===== config.mk =====
export PLATFORM = sky130hd
export DESIGN_NAME = sha_nonce_scheduler_flat
export DESIGN_NICKNAME = d
export VERILOG_FILES = /design/src/rtl/sha_sched_pkg.sv /design/src/rtl/sha_nonce_scheduler_if.sv /design/src/rtl/rr_free_picker.sv /design/src/rtl/sha_nonce_scheduler.sv /design/src/flat_wrapper.sv
export SDC_FILE = /design/constraint.sdc
export NUM_CORES = 1
export LEC_CHECK = 0
export CORE_MARGIN = 8
export CORE_UTILIZATION = 35
export DETAILED_ROUTE_END_ITERATION = 8
export PLACE_DENSITY_LB_ADDON = 0.25
export SLEW_MARGIN = 20
export SYNTH_ARGS = -nofsm -noshare
export SYNTH_HDL_FRONTEND = slang
export SYNTH_HIERARCHICAL = 1
export SYNTH_SLANG_ARGS = --single-unit

===== constraint.sdc =====
create_clock -name clk -period 5.8 [get_ports clk]
set_input_delay 1.16 -clock clk [delete_from_list [all_inputs] [get_ports clk]]
set_output_delay 1.16 -clock clk [all_outputs]
set_load 0.01 [all_outputs]

===== src/rtl/sha_sched_pkg.sv =====
// Shared types and widths for the SHA nonce scheduler slice.
package sha_sched_pkg;

   localparam int unsigned NONCE_W  = 32;
   localparam int unsigned DIGEST_W = 32;
   localparam int unsigned ISSUE_W  = 33;

   typedef enum logic [1:0] {
      IDLE  = 2'd0,
      RUN   = 2'd1,
      DRAIN = 2'd2,
      DONE  = 2'd3
   } sched_state_t;

   // A digest word strictly below the target is a hit.
   function automatic logic digest_hit(input logic [DIGEST_W-1:0] digest,
                                       input logic [DIGEST_W-1:0] target);
      return digest < target;
   endfunction

endpackage


===== src/rtl/sha_nonce_scheduler_if.sv =====
// Start/done handshake bundle between the scheduler and its bank of hash cores.
interface sha_nonce_scheduler_if
   import sha_sched_pkg::*;
#(
   parameter int unsigned NUM_CORES = 4
);

   logic [NUM_CORES-1:0]          core_start;
   logic [NUM_CORES*NONCE_W-1:0]  core_nonce;
   logic [NUM_CORES-1:0]          core_done;
   logic [NUM_CORES*DIGEST_W-1:0] core_digest;

   modport master (
      output core_start,
      output core_nonce,
      input  core_done,
      input  core_digest
   );

   modport slave (
      input  core_start,
      input  core_nonce,
      output core_done,
      output core_digest
   );

endinterface


===== src/rtl/rr_free_picker.sv =====
// Combinational round-robin picker: first free slot at or after ptr, wrapping modulo N.
module rr_free_picker #(
   parameter int unsigned N     = 4,
   parameter int unsigned IDX_W = 2
) (
   input  logic [N-1:0]     free_mask,
   input  logic [IDX_W-1:0] ptr,
   output logic             gnt_valid_c,
   output logic [IDX_W-1:0] gnt_idx_c
);

   int j;

   always_comb begin
      gnt_valid_c = 1'b0;
      gnt_idx_c   = '0;
      j           = 0;
      for (int k = 0; k < int'(N); k++) begin
         j = int'(ptr) + k;
         if (j >= int'(N)) j = j - int'(N);
         if (!gnt_valid_c && free_mask[IDX_W'(j)]) begin
            gnt_valid_c = 1'b1;
            gnt_idx_c   = IDX_W'(j);
         end
      end
   end

endmodule


===== src/rtl/sha_nonce_scheduler.sv =====
// Shares NUM_CORES hash cores across a nonce sweep and records the first hit.
module sha_nonce_scheduler
   import sha_sched_pkg::*;
#(
   parameter int unsigned NUM_CORES    = 4,
   parameter bit          STOP_ON_FIND = 1'b1
) (
   input  logic                 clk,
   input  logic                 reset,
   input  logic                 start,
   input  logic [NONCE_W-1:0]   nonce_base,
   input  logic [NONCE_W-1:0]   nonce_count,
   input  logic [DIGEST_W-1:0]  target,
   sha_nonce_scheduler_if.master cores,
   output logic                 busy,
   output logic                 done,
   output logic                 found,
   output logic [NONCE_W-1:0]   found_nonce,
   output logic [31:0]          jobs_done
);

   localparam int unsigned IDX_W = (NUM_CORES > 1) ? $clog2(NUM_CORES) : 1;
   localparam int unsigned CNT_W = $clog2(NUM_CORES + 1);

   sched_state_t          state_q;
   logic [NONCE_W-1:0]    base_q;
   logic [NONCE_W-1:0]    count_q;
   logic [DIGEST_W-1:0]   target_q;
   logic [ISSUE_W-1:0]    issued_q;
   logic [NUM_CORES-1:0]  slot_busy_q;
   logic [IDX_W-1:0]      ptr_q;
   logic [NONCE_W-1:0]    nonce_q [NUM_CORES];
   logic [NUM_CORES-1:0]  core_start_q;
   logic                  busy_q;
   logic                  done_q;
   logic                  found_q;
   logic [NONCE_W-1:0]    found_nonce_q;
   logic [31:0]           jobs_done_q;

   logic                  gnt_valid;
   logic [IDX_W-1:0]      gnt_idx;
   logic                  disp_ok;
   logic                  do_disp;
   logic [NUM_CORES-1:0]  gnt_mask;
   logic [NUM_CORES-1:0]  done_mask;
   logic [CNT_W-1:0]      done_cnt;
   logic                  hit_valid;
   logic [IDX_W-1:0]      hit_idx;
   logic [ISSUE_W-1:0]    issued_n;
   logic                  found_n;
   logic [NUM_CORES-1:0]  busy_n;
   logic                  disp_ok_n;
   logic                  active;

   rr_free_picker #(
      .N     (NUM_CORES),
      .IDX_W (IDX_W)
   ) u_picker (
      .free_mask   (~slot_busy_q),
      .ptr         (ptr_q),
      .gnt_valid_c (gnt_valid),
      .gnt_idx_c   (gnt_idx)
   );

   assign active    = (state_q == RUN) || (state_q == DRAIN);
   assign disp_ok   = (issued_q < {1'b0, count_q}) && !(STOP_ON_FIND && found_q);
   assign do_disp   = (state_q == RUN) && disp_ok && gnt_valid;
   assign gnt_mask  = do_disp ? (NUM_CORES'(1) << gnt_idx) : '0;
   assign issued_n  = issued_q + ISSUE_W'(do_disp);
   assign found_n   = found_q || hit_valid;
   assign busy_n    = (slot_busy_q & ~done_mask) | gnt_mask;
   assign disp_ok_n = (issued_n < {1'b0, count_q}) && !(STOP_ON_FIND && found_n);

   // Completions on busy slots only; lowest-index hit wins within a cycle.
   always_comb begin
      done_mask = '0;
      done_cnt  = '0;
      hit_valid = 1'b0;
      hit_idx   = '0;
      for (int i = 0; i < int'(NUM_CORES); i++) begin
         if (active && cores.core_done[i] && slot_busy_q[i]) begin
            done_mask[i] = 1'b1;
            done_cnt     = done_cnt + CNT_W'(1);
            if (!found_q && !hit_valid &&
                digest_hit(cores.core_digest[i*DIGEST_W +: DIGEST_W], target_q)) begin
               hit_valid = 1'b1;
               hit_idx   = IDX_W'(i);
            end
         end
      end
   end

   always_ff @(posedge clk) begin
      if (reset) begin
         state_q       <= IDLE;
         base_q        <= '0;
         count_q       <= '0;
         target_q      <= '0;
         issued_q      <= '0;
         slot_busy_q   <= '0;
         ptr_q         <= '0;
         core_start_q  <= '0;
         busy_q        <= 1'b0;
         done_q        <= 1'b0;
         found_q       <= 1'b0;
         found_nonce_q <= '0;
         jobs_done_q   <= '0;
         for (int i = 0; i < int'(NUM_CORES); i++) nonce_q[i] <= '0;
      end else begin
         core_start_q <= '0;
         case (state_q)
            IDLE, DONE: begin
               if (start) begin
                  base_q        <= nonce_base;
                  count_q       <= nonce_count;
                  target_q      <= target;
                  issued_q      <= '0;
                  ptr_q         <= '0;
                  found_q       <= 1'b0;
                  found_nonce_q <= '0;
                  jobs_done_q   <= '0;
                  if (nonce_count == '0) begin
                     state_q <= DONE;
                     busy_q  <= 1'b0;
                     done_q  <= 1'b1;
                  end else begin
                     state_q <= RUN;
                     busy_q  <= 1'b1;
                     done_q  <= 1'b0;
                  end
               end
            end
            RUN, DRAIN: begin
               if (do_disp) begin
                  core_start_q     <= gnt_mask;
                  nonce_q[gnt_idx] <= base_q + issued_q[NONCE_W-1:0];
                  issued_q         <= issued_n;
                  ptr_q            <= (gnt_idx == IDX_W'(NUM_CORES - 1)) ? '0
                                                                         : gnt_idx + IDX_W'(1);
               end
               slot_busy_q <= busy_n;
               jobs_done_q <= jobs_done_q + 32'(done_cnt);
               if (hit_valid) begin
                  found_q       <= 1'b1;
                  found_nonce_q <= nonce_q[hit_idx];
               end
               // End-of-sweep decision looks at post-edge state so the last completion lands in DONE.
               if (!disp_ok_n) begin
                  if (busy_n == '0) begin
                     state_q <= DONE;
                     busy_q  <= 1'b0;
                     done_q  <= 1'b1;
                  end else begin
                     state_q <= DRAIN;
                  end
               end
            end
            default: state_q <= IDLE;
         endcase
      end
   end

   assign cores.core_start = core_start_q;
   for (genvar g = 0; g < int'(NUM_CORES); g++) begin : g_nonce
      assign cores.core_nonce[g*NONCE_W +: NONCE_W] = nonce_q[g];
   end

   assign busy        = busy_q;
   assign done        = done_q;
   assign found       = found_q;
   assign found_nonce = found_nonce_q;
   assign jobs_done   = jobs_done_q;

endmodule


===== src/flat_wrapper.sv =====
// flat-port wrapper written by rule: the top's interface ports become plain ports
module sha_nonce_scheduler_flat import sha_sched_pkg::*;
#(
   parameter int unsigned NUM_CORES    = 4,
   parameter bit          STOP_ON_FIND = 1'b1
)
  (clk, reset, start, nonce_base, nonce_count, target, busy, done, found, found_nonce, jobs_done, cores_core_start, cores_core_nonce, cores_core_done, cores_core_digest);
  sha_nonce_scheduler_if #(.NUM_CORES(NUM_CORES)) cores_i ();
  input  logic clk;
  input  logic reset;
  input  logic start;
  input  logic [NONCE_W-1:0] nonce_base;
  input  logic [NONCE_W-1:0] nonce_count;
  input  logic [DIGEST_W-1:0] target;
  output logic busy;
  output logic done;
  output logic found;
  output logic [NONCE_W-1:0] found_nonce;
  output logic [31:0] jobs_done;
  output wire logic [$bits(cores_i.core_start)-1:0] cores_core_start;
  output wire logic [$bits(cores_i.core_nonce)-1:0] cores_core_nonce;
  input wire logic [$bits(cores_i.core_done)-1:0] cores_core_done;
  input wire logic [$bits(cores_i.core_digest)-1:0] cores_core_digest;
  assign cores_core_start = cores_i.core_start;
  assign cores_core_nonce = cores_i.core_nonce;
  assign cores_i.core_done = cores_core_done;
  assign cores_i.core_digest = cores_core_digest;
  sha_nonce_scheduler #(.NUM_CORES(NUM_CORES), .STOP_ON_FIND(STOP_ON_FIND)) u_core (.clk(clk), .reset(reset), .start(start), .nonce_base(nonce_base), .nonce_count(nonce_count), .target(target), .cores(cores_i), .busy(busy), .done(done), .found(found), .found_nonce(found_nonce), .jobs_done(jobs_done));
endmodule

# After elaboration in Yosys (flattened, before gate mapping)

Memory sizes are Yosys's and may differ from the RTL's.
Index checks and enable logic that the tools add are counted.

Bits of input ports: 231
Memories kept: 1
Latch bits: 0
Flip-flop bits (word level): 208
Bits in writable memories: 128
ROM bits: 0
Output and inout bits: 199
Logic and storage cells: 187

Add/subtract/negate cells: 14
Bitwise operators: 6
Multipliers: 0
Mux-type cells: 85
$lt $le $gt $ge: 14
Div/mod/pow operators: 0
Reduce and logical (&&, ||, !) cells: 44
Shifts and indexed selects: 1
Equal/unequal tests: 9

Memory list:

| memory         | words | width | read ports | clocked after Yosys merged registers in | write ports | RTL line                  | text |
|---|---|---|---|---|---|---|---|
| u_core.nonce_q | 4     | 32    | 5          | 0                                       | 4           | sha_nonce_scheduler.sv:32 | `logic [NONCE_W-1:0] nonce_q [NUM_CORES];` |

Operator list:

| kind                                                        | number |
|---|---|
| less-than comparator 32 bit                                 | 4 |
| one-hot mux 32 bit (2 select lines)                         | 2 |
| 2-to-1 mux 32 bit                                           | 3 |
| less-than comparator 33 x 32 -> 1 bit                       | 2 |
| 2-to-1 mux 33 bit                                           | 2 |
| one-hot mux 33 bit (2 select lines)                         | 1 |
| 2-to-1 mux 1 bit                                            | 44 |
| 2-to-1 mux 2 bit                                            | 20 |
| adder 33 x 1 -> 33 bit                                      | 1 |
| adder 32 x 3 -> 32 bit                                      | 1 |
| adder 32 bit                                                | 1 |
| logical NOT 32 bit                                          | 1 |
| OR reduction 32 bit                                         | 1 |
| logical AND 1 bit                                           | 22 |
| less-than comparator 2 x 4 -> 1 bit (second input constant) | 4 |
| adder 3 x 1 -> 3 bit (second input constant)                | 3 |
| greater-or-equal comparator 3 bit (second input constant)   | 3 |
| 2-to-1 mux 3 bit                                            | 3 |
| binary-select mux 1 bit (select 2 bit)                      | 4 |
| logical NOT 1 bit                                           | 8 |
| inverter 4 bit                                              | 2 |
| one-hot mux 2 bit (2 select lines)                          | 2 |
| AND reduction 2 bit                                         | 4 |
| subtractor 2 x 1 -> 2 bit (second input constant)           | 4 |
| other kinds (20)                                            | 31 |

# Longest topological paths before layout

Gate-level depths: netlist of run 1.

Depth in word-level cells: 25
Gate-level depth with buffers: 26
Depth with buffers taken out: 25

# Hierarchy

Netlist of run 1, hierarchy kept.

By module, submodules not included:

| module              | cells each | sequential area each (um^2) | instances | area an instance (um^2) |
|---|---|---|---|---|
| sha_nonce_scheduler | 2135       | 8007.7                      | 1         | 19628.8 |
| rr_free_picker      | 15         | 0.0                         | 1         | 77.6 |

# Worst setup path before layout of run 1

OpenSTA, ideal clock, no wires.

Path kind: flip-flop to flip-flop
Start: register u_core.count_q[14]
End: memory u_core.nonce_q[3][0] (enable)
Clock period less this slack: 5.152 ns
Setup time: 0.470 ns
Required time: 5.330 ns
Cell stages (with the launch flop): 12
Buffers on the path: 2
Setup slack: 0.648 ns
Arrival time: 4.682 ns
Cell sequence: dfxtp_1 -> inv_1 -> ha_1 -> a21o_1 -> a21oi_1 -> o221ai_1 -> a2111oi_0 -> o21ai_1 -> a211o_1 -> clkbuf_1 -> clkbuf_1 -> o31ai_1

RTL lines:

| element                | RTL line                   | text |
|---|---|---|
| from (decl)            | sha_nonce_scheduler.sv:27  | `logic [NONCE_W-1:0] count_q;` |
| from (signal assigned) | sha_nonce_scheduler.sv:115 | `count_q <= nonce_count;` |
| to (decl)              | sha_nonce_scheduler.sv:32  |  |

# Worst setup path in the final report of run 1

Start: register u_core.count_q[14]
End: register u_core.done_q (netlist: u_core/done)

Cells in the longest elaborated chain, start to end: 9
Elaborated cells on any way between the ends: 13
Those cells by class: add/sub: 1; order compare: 2; eq/ne: 2; mux: 1; bitwise: 1; reduce/logical: 6

RTL lines:

| element                                                                           | RTL line                                              | text |
|---|---|---|
| less-than comparator 33 x 32 -> 1 bit                                             | sha_nonce_scheduler.sv:66                             | `assign disp_ok = (issued_q < {1'b0, count_q}) && !(STOP_ON_FIND && found_q);` |
| logical AND 1 bit                                                                 | sha_nonce_scheduler.sv:66                             |  |
| logical AND 1 bit (2 in series)                                                   | sha_nonce_scheduler.sv:67                             | `assign do_disp = (state_q == RUN) && disp_ok && gnt_valid;` |
| adder 33 x 1 -> 33 bit or 2-to-1 mux 4 bit (tied branches)                        | sha_nonce_scheduler.sv:69, sha_nonce_scheduler.sv:68  |  |
| less-than comparator 33 x 32 -> 1 bit or bitwise OR 4 bit (tied branches)         | sha_nonce_scheduler.sv:72, sha_nonce_scheduler.sv:71  |  |
| logical AND 1 bit or logical NOT 4 bit (tied branches)                            | sha_nonce_scheduler.sv:72, sha_nonce_scheduler.sv:149 |  |
| inequality test 2 bit (no line) or inequality test 2 x 1 -> 1 bit (tied branches) | --                                                    |  |
| AND reduction 3 bit (no line) *                                                   | --                                                    |  |
| to (signal assigned)                                                              | sha_nonce_scheduler.sv:104                            | `done_q <= 1'b0;` |
| to (signal assigned)                                                              | sha_nonce_scheduler.sv:125                            | `done_q <= 1'b1;` |
| to (signal assigned)                                                              | sha_nonce_scheduler.sv:129                            | `done_q <= 1'b0;` |
| to (decl)                                                                         | sha_nonce_scheduler.sv:35                             | `logic done_q;` |

Every way passes the cells marked *; elsewhere a longest branch is shown, timed or not.
A chain may end at the register's enable or synchronous reset.

==> impl_metrics.py, run 1 <==
metrics = {
    "sta": {
        "setup_violating_endpoint_count_in_the_final_report": 0,
        "hold_slack_ps": 454,
        "fin_skew_ps": 27.2,
        "worst-slew-pin-transition_ps": 995,
        "setup-tns-final_ps": 0,
        "final_number_of_max_transition_violations": 0,
        "timing.final.crit_share": 0.924,
        "timing.final.ws_setup_ps": 439,
        "timing.final.crit_period_ps": 5360,
        "final_hold_violations": 0,
        "grt_setup_unrepaired": "false",
        "achievable-frequency_mhz": 187,
        "relSlewSlack": 0.337,
    },
    "power_and_ir_drop": {
        "leakagePower_nw": 10.2,
        "p_per_area_nw_per_um2": 296,
        "worst_ir_drop_vdd_mv": 0.227,
    },
    "global_route": {
        "number_of_antenna_violations_at_the_first_check_in_global_routing": 5,
        "grt_util_met2": 0.348,
        "grt_start_max_net_pins": 106,
        "global_route.usage.met1": 0.280,
        "grt_pass1_vias": 17325,
        "grt.total_usage": 0.212,
        "gr-max-usage-layer": "met2",
        "grt_pass1_wl_um": 106000,
        "global_route.usage.met3": 0.0363,
        "overflow": 0,
    },
    "clocking": {
        "clk-insertion-delay-late_ps": 580,
        "cts.root.buffer_cell": "clkbuf_16",
        "buffer_depth_of_the_longest_clock_path": 3,
        "cts_max_level": 2,
        "clkSinkCount": 336,
        "clock_tree_from_tritoncts": "built",
        "cts-buffers-inserted": 42,
        "cts.hold.buffers_added": 0,
        "clk_pin_slew_worst_paths_ps": 70,
    },
    "setup_path": {
        "critical_path.startpoint_type": "flip-flop",
        "timing.critical_path.arrival_ps": 5790,
        "timing.rr.end": "u_core/done",
        "timing.reg2reg.setup_slack_ps": 440,
        "rr_startpoint": "u_core/count_q[14]",
        "crit_fanout": 4,
        "timing.critical_path.required_ps": 6230,
        "worst_path_slowest_cell": "o32ai_2",
        "critical_path.n_buffers_inverters": 2,
        "worstSetupEndpointType": "flip-flop",
        "critPathKind": "flip-flop to flip-flop",
        "cpLargestDelayFamily": "compound AO/OA/AOI/OAI gates",
        "r2r_cells": 26,
        "timing.critical_path.slowest_cell_delay_ps": 370,
    },
    "die": {
        "start_util": 0.352,
        "area_of_the_die_um2": 64200,
        "ports_placed_on_the_boundary": 430,
        "die_height_um": 253,
        "die_w_um": 253,
        "placeableCoreArea_um2": 56100,
        "num_rows": 87,
    },
    "status": {
        "run_status": "complete, no violations",
    },
    "synthesis": {
        "syn_nets": 2613,
        "flip_flop_and_latch_count_after_synthesis": 336,
        "syn-instance-count": 2150,
        "synth_edf_count": 128,
        "synth.cell_area_um2": 19700,
        "ys.flop_type": "dfxtp_1",
        "synth_compound_area_frac": 0.169,
        "yosysWarnings": 6,
        "async_reset_ff_frac": 0,
        "portion_of_the_post_synthesis_area_used_by_sequential_elements": 0.406,
        "yosys.area_share.simple": 0.184,
        "ys_types": 86,
        "post_synth_mux_area_share": 0.0281,
        "synth-xor-area-share": 0.0258,
        "synth_top_family_by_area": "simple AND/OR/NAND/NOR gates",
        "yosys.area_share.adder": 0.148,
        "syn_area_per_cell_um2": 9.17,
    },
    "route": {
        "final_wl_um": 70800,
        "drt-wirelength-per-cell_um": 21.0,
        "routed-via-count": 17619,
        "drt_iter0_drc": 1106,
        "ant_nets": 0,
        "route.detailed.vias_per_inst": 5.23,
        "drt_pass1_iterations": 5,
        "remaining_drc_errors": 0,
    },
    "hold_path": {
        "worstHoldEndpoint": "u_core/target_q[12]",
        "hp-class": "flip-flop to flip-flop",
        "timing.hold.worst.start": "u_core/target_q[12]",
        "worst_hold_path.num_cells": 2,
    },
    "cells_and_area": {
        "fin_nets": 3035,
        "area_growth_pct": 33.8,
        "postLayoutCellArea_um2": 26400,
        "final_core_util": 0.470,
        "final_layout_size_suffix_gt1_frac": 0.0698,
    },
    "place": {
        "dp_hpwl_um": 54500,
        "detailed_place.area_um2": 24900,
        "gpl_congestion": 0.959,
        "numPortBuffers": 429,
        "post-place-ws_ps": 27.8,
    },
    "job": {
        "cap_violations": 0,
    },
}
layer usage:
metal | vias up | share of wire
met4 | 0 | 0.029
met1 | 8362 | 0.45
met5 | - | 0
li1 | 8620 | -
met2 | 526 | 0.46
met3 | 111 | 0.056
worst max-delay path by stage:
stage                     slack (ps)                    to                start  cells after the start
after global placement           240     u_core/state_q[0]  u_core/issued_q[14]                     23
after floorplan                  650  u_core/nonce_q[3][0]   u_core/count_q[14]                     11
after global routing               5     u_core/state_q[0]   u_core/count_q[14]                     25
final                            440           u_core/done   u_core/count_q[14]                     26
after detailed placement          30     u_core/state_q[0]  u_core/issued_q[14]                     23
after CTS                        100     u_core/state_q[0]  u_core/issued_q[14]                     23
cell families after synthesis:
logic type,count (synthesis)
fa+ha+maj,232
buf+inv,188
simple gates,790
xor+xnor,58
mux,53
flops,336
compound gates,493
cells in the mapped netlist (all sizes together), types with 6 or more instances:
cell type	instances	area, um2
a41oi	6	67.6
xor2	24	210
mux2	18	203
or3	8	50.1
a221o	16	160
a21o	39	293
or2	20	130
dfxtp	208	4160
clkbuf	60	225
a21oi	227	1170
a211oi	11	82.6
and4	10	87.6
a22o	29	254
mux2i	35	350
o21a	13	97.6
xnor2	34	298
a31oi	12	75.1
edfxtp	128	3840
nor2	205	777
nor4	19	134
nand3	73	365
ha	230	2880
nand2	326	1230
inv	103	387
o221a	19	214
nand2b	17	121
o211ai	12	114
nor3	26	153
o21bai	10	75.1
and2	7	46.3
nor2b	14	87.6
and3	17	106
a2111oi	12	161
o21ai	52	260
nand4	35	219
a31o	7	61.3
buf	25	156
worst min-delay path: cells and delay by family, from the launching register on:
kind	cells	cell delay, ps
and+or+nand+nor	1	50
DFF	1	310
AOI/OAI and AO/OA	1	50
report_power, final:
part | switching, mW | internal, mW
Clock | 1.10 | 1.66
Sequential | 0.139 | 2.66
Combinational | 1.42 | 0.823
Total | 2.65 | 5.15
cell usage in the layout (no fill, tap or decap), types with 24 or more instances in the layout:
cell | netlist | final
a21o_1 | 39 | 39
a21oi_1 | 223 | 222
a22o_1 | 29 | 29
buf_4 | 5 | 34
clkbuf_16 | 0 | 43
clkdlybuf4s50_1 | 0 | 428
dfxtp_1 | 208 | 207
edfxtp_1 | 128 | 128
ha_1 | 230 | 230
inv_1 | 102 | 102
mux2i_1 | 35 | 35
nand2_1 | 325 | 324
nand3_1 | 73 | 72
nand4_1 | 35 | 35
nor2_1 | 204 | 201
o21ai_0 | 48 | 48
xnor2_1 | 34 | 34
xor2_1 | 24 | 24
state kept, by name, indices dropped and copies added, names as in the netlist:
name and cells:
u_core/cores.core_start 4, u_core/found_nonce 32, u_core/count_q 32, u_core/issued_q 33, u_core/state_q 2, u_core/nonce_q 128
u_core/ptr_q 2, u_core/jobs_done 32, u_core/done 1, u_core/target_q 32, u_core/base_q 32, u_core/found 1
u_core/slot_busy_q 4, u_core/busy 1
layout make-up:
| class | count | area, um2 |
|---|---|---|
| Sequential cell | 336 | 8010 |
| Inverter | 103 | 387 |
| Antenna cell | 5 | 12.5 |
| Tap cell | 756 | 946 |
| Clock buffer | 54 | 1170 |
| Multi-Input combinational cell | 1626 | 11000 |
| Clock inverter | 24 | 292 |
| Fill cell | 5286 | 29700 |
| Timing Repair Buffer | 463 | 4550 |
repair_timing:
item / in CTS / in global routing
endpoints found under the hold margin: 0 / 0
pin swaps: 0 / 0
cloned: 0 / 0
setup buffers: 0 / 1
resized for setup: 1 / 6
setup endpoints to repair: 1 / 4
per-stage QoR:
step                      power [mW]  std cells
after floorplan                 4.15       2150
after global placement          5.02       3283
after detailed placement        5.07       3283
after CTS                       7.86       3361
after global routing            8.24       3367
final                           7.80       3367
No activity file was read; power rests on OpenSTA's default activity.
==> run 2, diff against run 1 <==
--- a/config.mk
+++ b/config.mk
@@ -5,6 +5,7 @@
 export SDC_FILE = /design/constraint.sdc
 export NUM_CORES = 1
 export LEC_CHECK = 0
+export CORE_ASPECT_RATIO = 2
 export CORE_MARGIN = 8
 export CORE_UTILIZATION = 35
 export DETAILED_ROUTE_END_ITERATION = 8
==> run 2 against run 1 <==
  * Setup slack worse by 69 ps
  * Design area is 1.1% lower
  * Sequential share of layout area is 0.34 points higher
  * Total power fell by 6.2%
  * First-iteration DRC count shrank 24%
  * Largest cell class unchanged
==> impl_metrics.py, run 2 (synthesis gave the netlist of run 1 again) <==
metrics = {
    "setup_path": {
        "rr_startpoint": "u_core/count_q[29]",
        "crit_fanout": 5,
        "critPathKind": "flip-flop to flip-flop",
        "worst_path_slowest_cell": "nor3_1",
        "timing.rr.end": "u_core/state_q[0]",
        "timing.critical_path.slowest_cell_delay_ps": 430,
        "timing.reg2reg.setup_slack_ps": 370,
        "r2r_cells": 26,
        "worstSetupEndpointType": "flip-flop",
        "timing.critical_path.arrival_ps": 5820,
        "timing.critical_path.required_ps": 6190,
        "critical_path.startpoint_type": "flip-flop",
    },
    "power_and_ir_drop": {
        "p_per_area_nw_per_um2": 281,
        "leakagePower_nw": 10.1,
        "worst_ir_drop_vdd_mv": 0.295,
        "totalPowerFinal_mw": 7.32,
    },
    "cells_and_area": {
        "final_layout_size_suffix_gt1_frac": 0.0665,
        "largest-register": "u_core/nonce_q",
        "largest_register_ff_count": 128,
        "nFillCells": 5371,
        "top_regs": "u_core/nonce_q x128, u_core/issued_q x33",
        "most_common_cell_after_layout_fill_and_taps_aside": "clkdlybuf4s50_1",
        "mostFrequentLayoutCells": "428 x clkdlybuf4s50_1, 324 x nand2_1, 230 x ha_1",
        "fin_nets": 3039,
        "area_growth_pct": 32.3,
        "postLayoutCellArea_um2": 26100,
        "multi_input_comb_area_um2": 11000,
        "final_core_util": 0.466,
        "final_cells": 3360,
        "seqCellArea_um2": 8010,
    },
    "hold_path": {
        "worstHoldEndpoint": "u_core/count_q[28]",
        "timing.hold.worst.start": "u_core/count_q[28]",
        "worst_hold_path.num_cells": 2,
        "hp-class": "flip-flop to flip-flop",
    },
    "place": {
        "post-place-ws_ps": 28.7,
        "gpl_congestion": 0.907,
        "numPortBuffers": 429,
        "detailed_place.area_um2": 24900,
        "dp_hpwl_um": 58400,
        "post-place-cells": 3288,
    },
    "sta": {
        "hold_slack_ps": 454,
        "timing.final.crit_period_ps": 5430,
        "final_hold_violations": 0,
        "relSlewSlack": 0.228,
        "fin_skew_ps": 24.8,
        "timing.final.crit_share": 0.936,
        "grt_setup_unrepaired": "false",
        "setup-tns-final_ps": 0,
        "final_number_of_max_transition_violations": 0,
        "achievable-frequency_mhz": 184,
        "timing.final.ws_setup_ps": 370,
        "worst-slew-pin-transition_ps": 1160,
        "setup_violating_endpoint_count_in_the_final_report": 0,
    },
    "die": {
        "placeableCoreArea_um2": 56000,
        "start_util": 0.352,
        "area_of_the_die_um2": 64600,
        "die_w_um": 184,
        "ports_placed_on_the_boundary": 430,
        "die_height_um": 352,
        "num_rows": 123,
    },
    "route": {
        "ant_nets": 0,
        "route.detailed.vias_per_inst": 5.29,
        "routed-via-count": 17775,
        "drt-wirelength-per-cell_um": 22.0,
        "final_wl_um": 73800,
        "drt_iter0_drc": 841,
        "drt_pass1_iterations": 5,
        "remaining_drc_errors": 0,
    },
    "clocking": {
        "clkSinkCount": 336,
        "cts.root.buffer_cell": "clkbuf_16",
        "cts-buffers-inserted": 36,
        "clk-insertion-delay-late_ps": 560,
        "cts_max_level": 2,
        "clock_tree_from_tritoncts": "built",
        "buffer_depth_of_the_longest_clock_path": 3,
        "clk_pin_slew_worst_paths_ps": 70,
    },
    "global_route": {
        "grt_pass1_vias": 18343,
        "grt_start_max_net_pins": 84,
        "overflow": 0,
        "grt_pass1_wl_um": 111000,
        "grt.total_usage": 0.223,
        "number_of_antenna_violations_at_the_first_check_in_global_routing": 9,
    },
    "job": {
        "cap_violations": 0,
    },
    "status": {
        "run_status": "complete, no violations",
    },
}
==> run 2: power by group <==
part	leakage (nW)	switching (mW)	internal, mW
Combinational	6.54	1.45	0.840
Clock	0.545	1.03	1.21
Sequential	3.01	0.132	2.66
==> run 2: worst max-delay path by stage <==
stage / startpoint / endpoint / slack, ps / cells past startpoint
4_1_cts: u_core/count_q[26] / u_core/state_q[0] / 0.9 / 25
2_1_floorplan: u_core/count_q[14] / u_core/nonce_q[3][0] / 650 / 11
3_3_place_gp: u_core/count_q[26] / u_core/state_q[0] / 200 / 25
6_report: u_core/count_q[29] / u_core/state_q[0] / 370 / 26
5_1_grt: u_core/count_q[14] / u_core/state_q[0] / 4 / 27
3_5_place_dp: u_core/count_q[26] / u_core/state_q[0] / 30 / 25
==> run 2: repair_timing <==
item / in CTS / in global routing
resized for setup: 0 / 7
setup buffers: 0 / 0
endpoints found under the setup margin: 0 / 4
hold buffers: 0 / 0
==> run 2: cell type report <==
type,count,share of cell area
diodes,7,0.000672
clock buffers,48,0.0374
clock inverters,17,0.00513
inverters,103,0.0148
multi-input cells,1626,0.421
flip-flops and latches,336,0.307
well taps,750,0.0360
repair buffers,473,0.177
==> run 2: metal layers <==
metal	routed length, um	share of wire	global-route usage	vias to the layer above
li1	-	-	-	8614
met1	28800	0.39	0.246	8430
met2	37700	0.51	0.411	596
met3	4270	0.058	0.0364	131
met4	3020	0.041	0.0998	4
met5	26	0.00035	0	-
==> run 2: worst max-delay path, delay by kind of cell, from the launching register on <==
kind,cells,cell delay [ps]
AOI/OAI and AO/OA,7,1290
adders and majority gates,3,760
buffers and inverters,3,380
DFF,1,330
and+or+nand+nor,13,2470
==> run 3, diff against run 2 <==
--- a/config.mk
+++ b/config.mk
@@ -5,9 +5,8 @@
 export SDC_FILE = /design/constraint.sdc
 export NUM_CORES = 1
 export LEC_CHECK = 0
-export CORE_ASPECT_RATIO = 2
 export CORE_MARGIN = 8
-export CORE_UTILIZATION = 35
+export CORE_UTILIZATION = 52
 export DETAILED_ROUTE_END_ITERATION = 8
 export PLACE_DENSITY_LB_ADDON = 0.25
 export SLEW_MARGIN = 20
==> run 3 against run 2 <==
  * Wire length is 6.8% lower
  * Final cell count is 7.4% lower
  * Hold slack worse by 0.75 ps
  * Critical path type unchanged
==> impl_metrics.py, run 3 (synthesis gave the netlist of run 1 again) <==
metrics = {
    "status": {
        "run_status": "complete, no violations",
    },
    "route": {
        "final_wl_um": 68800,
        "ant_nets": 0,
        "drt-wirelength-per-cell_um": 22.1,
        "drt_pass1_iterations": 6,
        "drt_iter0_drc": 1232,
        "remaining_drc_errors": 0,
        "routed-via-count": 18162,
        "route.detailed.vias_per_inst": 5.84,
    },
    "die": {
        "die_height_um": 211,
        "start_util": 0.526,
        "num_rows": 71,
        "area_of_the_die_um2": 44400,
        "ports_placed_on_the_boundary": 430,
        "die_w_um": 211,
        "placeableCoreArea_um2": 37500,
    },
    "cells_and_area": {
        "final_layout_size_suffix_gt1_frac": 0.0636,
        "final_cells": 3112,
        "mostFrequentLayoutCells": "428 x clkdlybuf4s50_1, 324 x nand2_1, 230 x ha_1",
        "multi_input_comb_area_um2": 11000,
        "largest-register": "u_core/nonce_q",
        "most_common_cell_after_layout_fill_and_taps_aside": "clkdlybuf4s50_1",
        "top_regs": "u_core/nonce_q x128, u_core/issued_q x33",
        "nFillCells": 3020,
        "area_growth_pct": 31.4,
        "seqCellArea_um2": 8010,
        "largest_register_ff_count": 128,
        "fin_nets": 3028,
    },
    "sta": {
        "grt_setup_unrepaired": "false",
        "hold_slack_ps": 454,
        "fin_skew_ps": 27.2,
        "setup_violating_endpoint_count_in_the_final_report": 0,
        "timing.final.crit_period_ps": 5390,
        "achievable-frequency_mhz": 186,
        "setup-tns-final_ps": 0,
        "timing.final.crit_share": 0.929,
        "final_hold_violations": 0,
        "relSlewSlack": 0.283,
        "worst-slew-pin-transition_ps": 1070,
        "final_number_of_max_transition_violations": 0,
    },
    "global_route": {
        "grt.total_usage": 0.298,
        "overflow": 0,
        "grt_pass1_wl_um": 104000,
        "grt_pass1_vias": 17899,
        "grt_start_max_net_pins": 93,
        "number_of_antenna_violations_at_the_first_check_in_global_routing": 6,
    },
    "setup_path": {
        "timing.critical_path.required_ps": 6210,
        "critical_path.startpoint_type": "flip-flop",
        "crit_fanout": 4,
        "timing.critical_path.arrival_ps": 5800,
        "critPathKind": "flip-flop to flip-flop",
        "worstSetupEndpointType": "flip-flop",
    },
    "clocking": {
        "clock_tree_from_tritoncts": "built",
        "clkSinkCount": 336,
        "buffer_depth_of_the_longest_clock_path": 3,
        "cts_max_level": 2,
        "cts-buffers-inserted": 38,
        "cts.root.buffer_cell": "clkbuf_16",
        "clk-insertion-delay-late_ps": 570,
        "clk_pin_slew_worst_paths_ps": 60,
    },
    "job": {
        "cap_violations": 0,
    },
    "place": {
        "numPortBuffers": 429,
        "dp_hpwl_um": 53200,
        "gpl_congestion": 0.969,
        "post-place-cells": 3034,
    },
    "power_and_ir_drop": {
        "worst_ir_drop_vdd_mv": 0.340,
        "leakagePower_nw": 10.1,
        "p_per_area_nw_per_um2": 291,
        "totalPowerFinal_mw": 7.55,
    },
    "hold_path": {
        "hp-class": "flip-flop to flip-flop",
    },
}
[run 3: cell count changes in the layout (fill, tap and decap cells not counted), moves of 2 or more]
cell,delta
clkbuf_8,+2
clkbuf_16,+2
clkinv_4,-4
buf_4,-12
bufinv_16,+5
inv_6,-2
[run 3: per-stage QoR]
step	area (um2)	setup slack, ps	utilization
final	25900	413	0.691
after global routing	25900	21.4	0.691
after CTS	25800	128	0.689
after detailed placement	24500	-11.3	0.654
after global placement	24500	145	0.654
after floorplan	19700	648	-
[run 3: final timing paths]
check | start | endpoint | slack (ps) | cells after the start
min | u_core/count_q[3] | u_core/count_q[3] | 450 | 2
max reg2reg | u_core/count_q[31] | u_core/state_q[0] | 410 | 23
max | u_core/count_q[31] | u_core/state_q[0] | 410 | 23
min reg2reg | u_core/count_q[3] | u_core/count_q[3] | 450 | 2
[run 3: cell type report]
| class | count | area share |
|---|---|---|
| multi-input cells | 1626 | 0.425 |
| flip-flops and latches | 336 | 0.309 |
| repair buffers | 460 | 0.175 |
| clock buffers | 51 | 0.0405 |
| well taps | 511 | 0.0247 |
| inverters | 103 | 0.0149 |
| clock inverters | 19 | 0.0104 |
| diodes | 6 | 0.000580 |
[run 3: power breakdown]
part	switching, mW	internal, mW
sequential	0.134	2.66
clock	1.02	1.51
combinational	1.40	0.829
[run 3: what timing repair did]
| action | in CTS | in global routing |
|---|---|---|
| endpoints found under the setup margin | 3 | 4 |
| gates resized for setup | 1 | 5 |
| pin swaps | 0 | 1 |
| endpoints found under the hold margin | 0 | 0 |
| buffers inserted | 0 | 2 |
| hold buffers | 0 | 0 |
[run 3: metal layers]
layer,track usage,up-vias,share of wire
met2,0.511,732,0.48
li1,-,8613,-
met1,0.377,8708,0.42
met3,0.0530,109,0.071
met5,0,-,0
met4,0.100,0,0.030
[run 3: critical path, cell delays in order (launching register included)]
cell and delay [ps]:
dfxtp_1 350, inv_1 80, ha_1 320, nand4b_1 160, nor3_1 270, nand4_1 170
nor3b_1 540, a21oi_2 150, ha_1 250, ha_1 210, and3_1 200, nand3_1 210
nor2_1 110, xor2_1 200, ha_1 280, a21o_1 160, a21oi_1 140, o21ai_0 100
a21oi_1 220, nor3b_1 110, o41ai_2 390, a21oi_1 160, o32ai_2 350, o2bb2ai_1 120
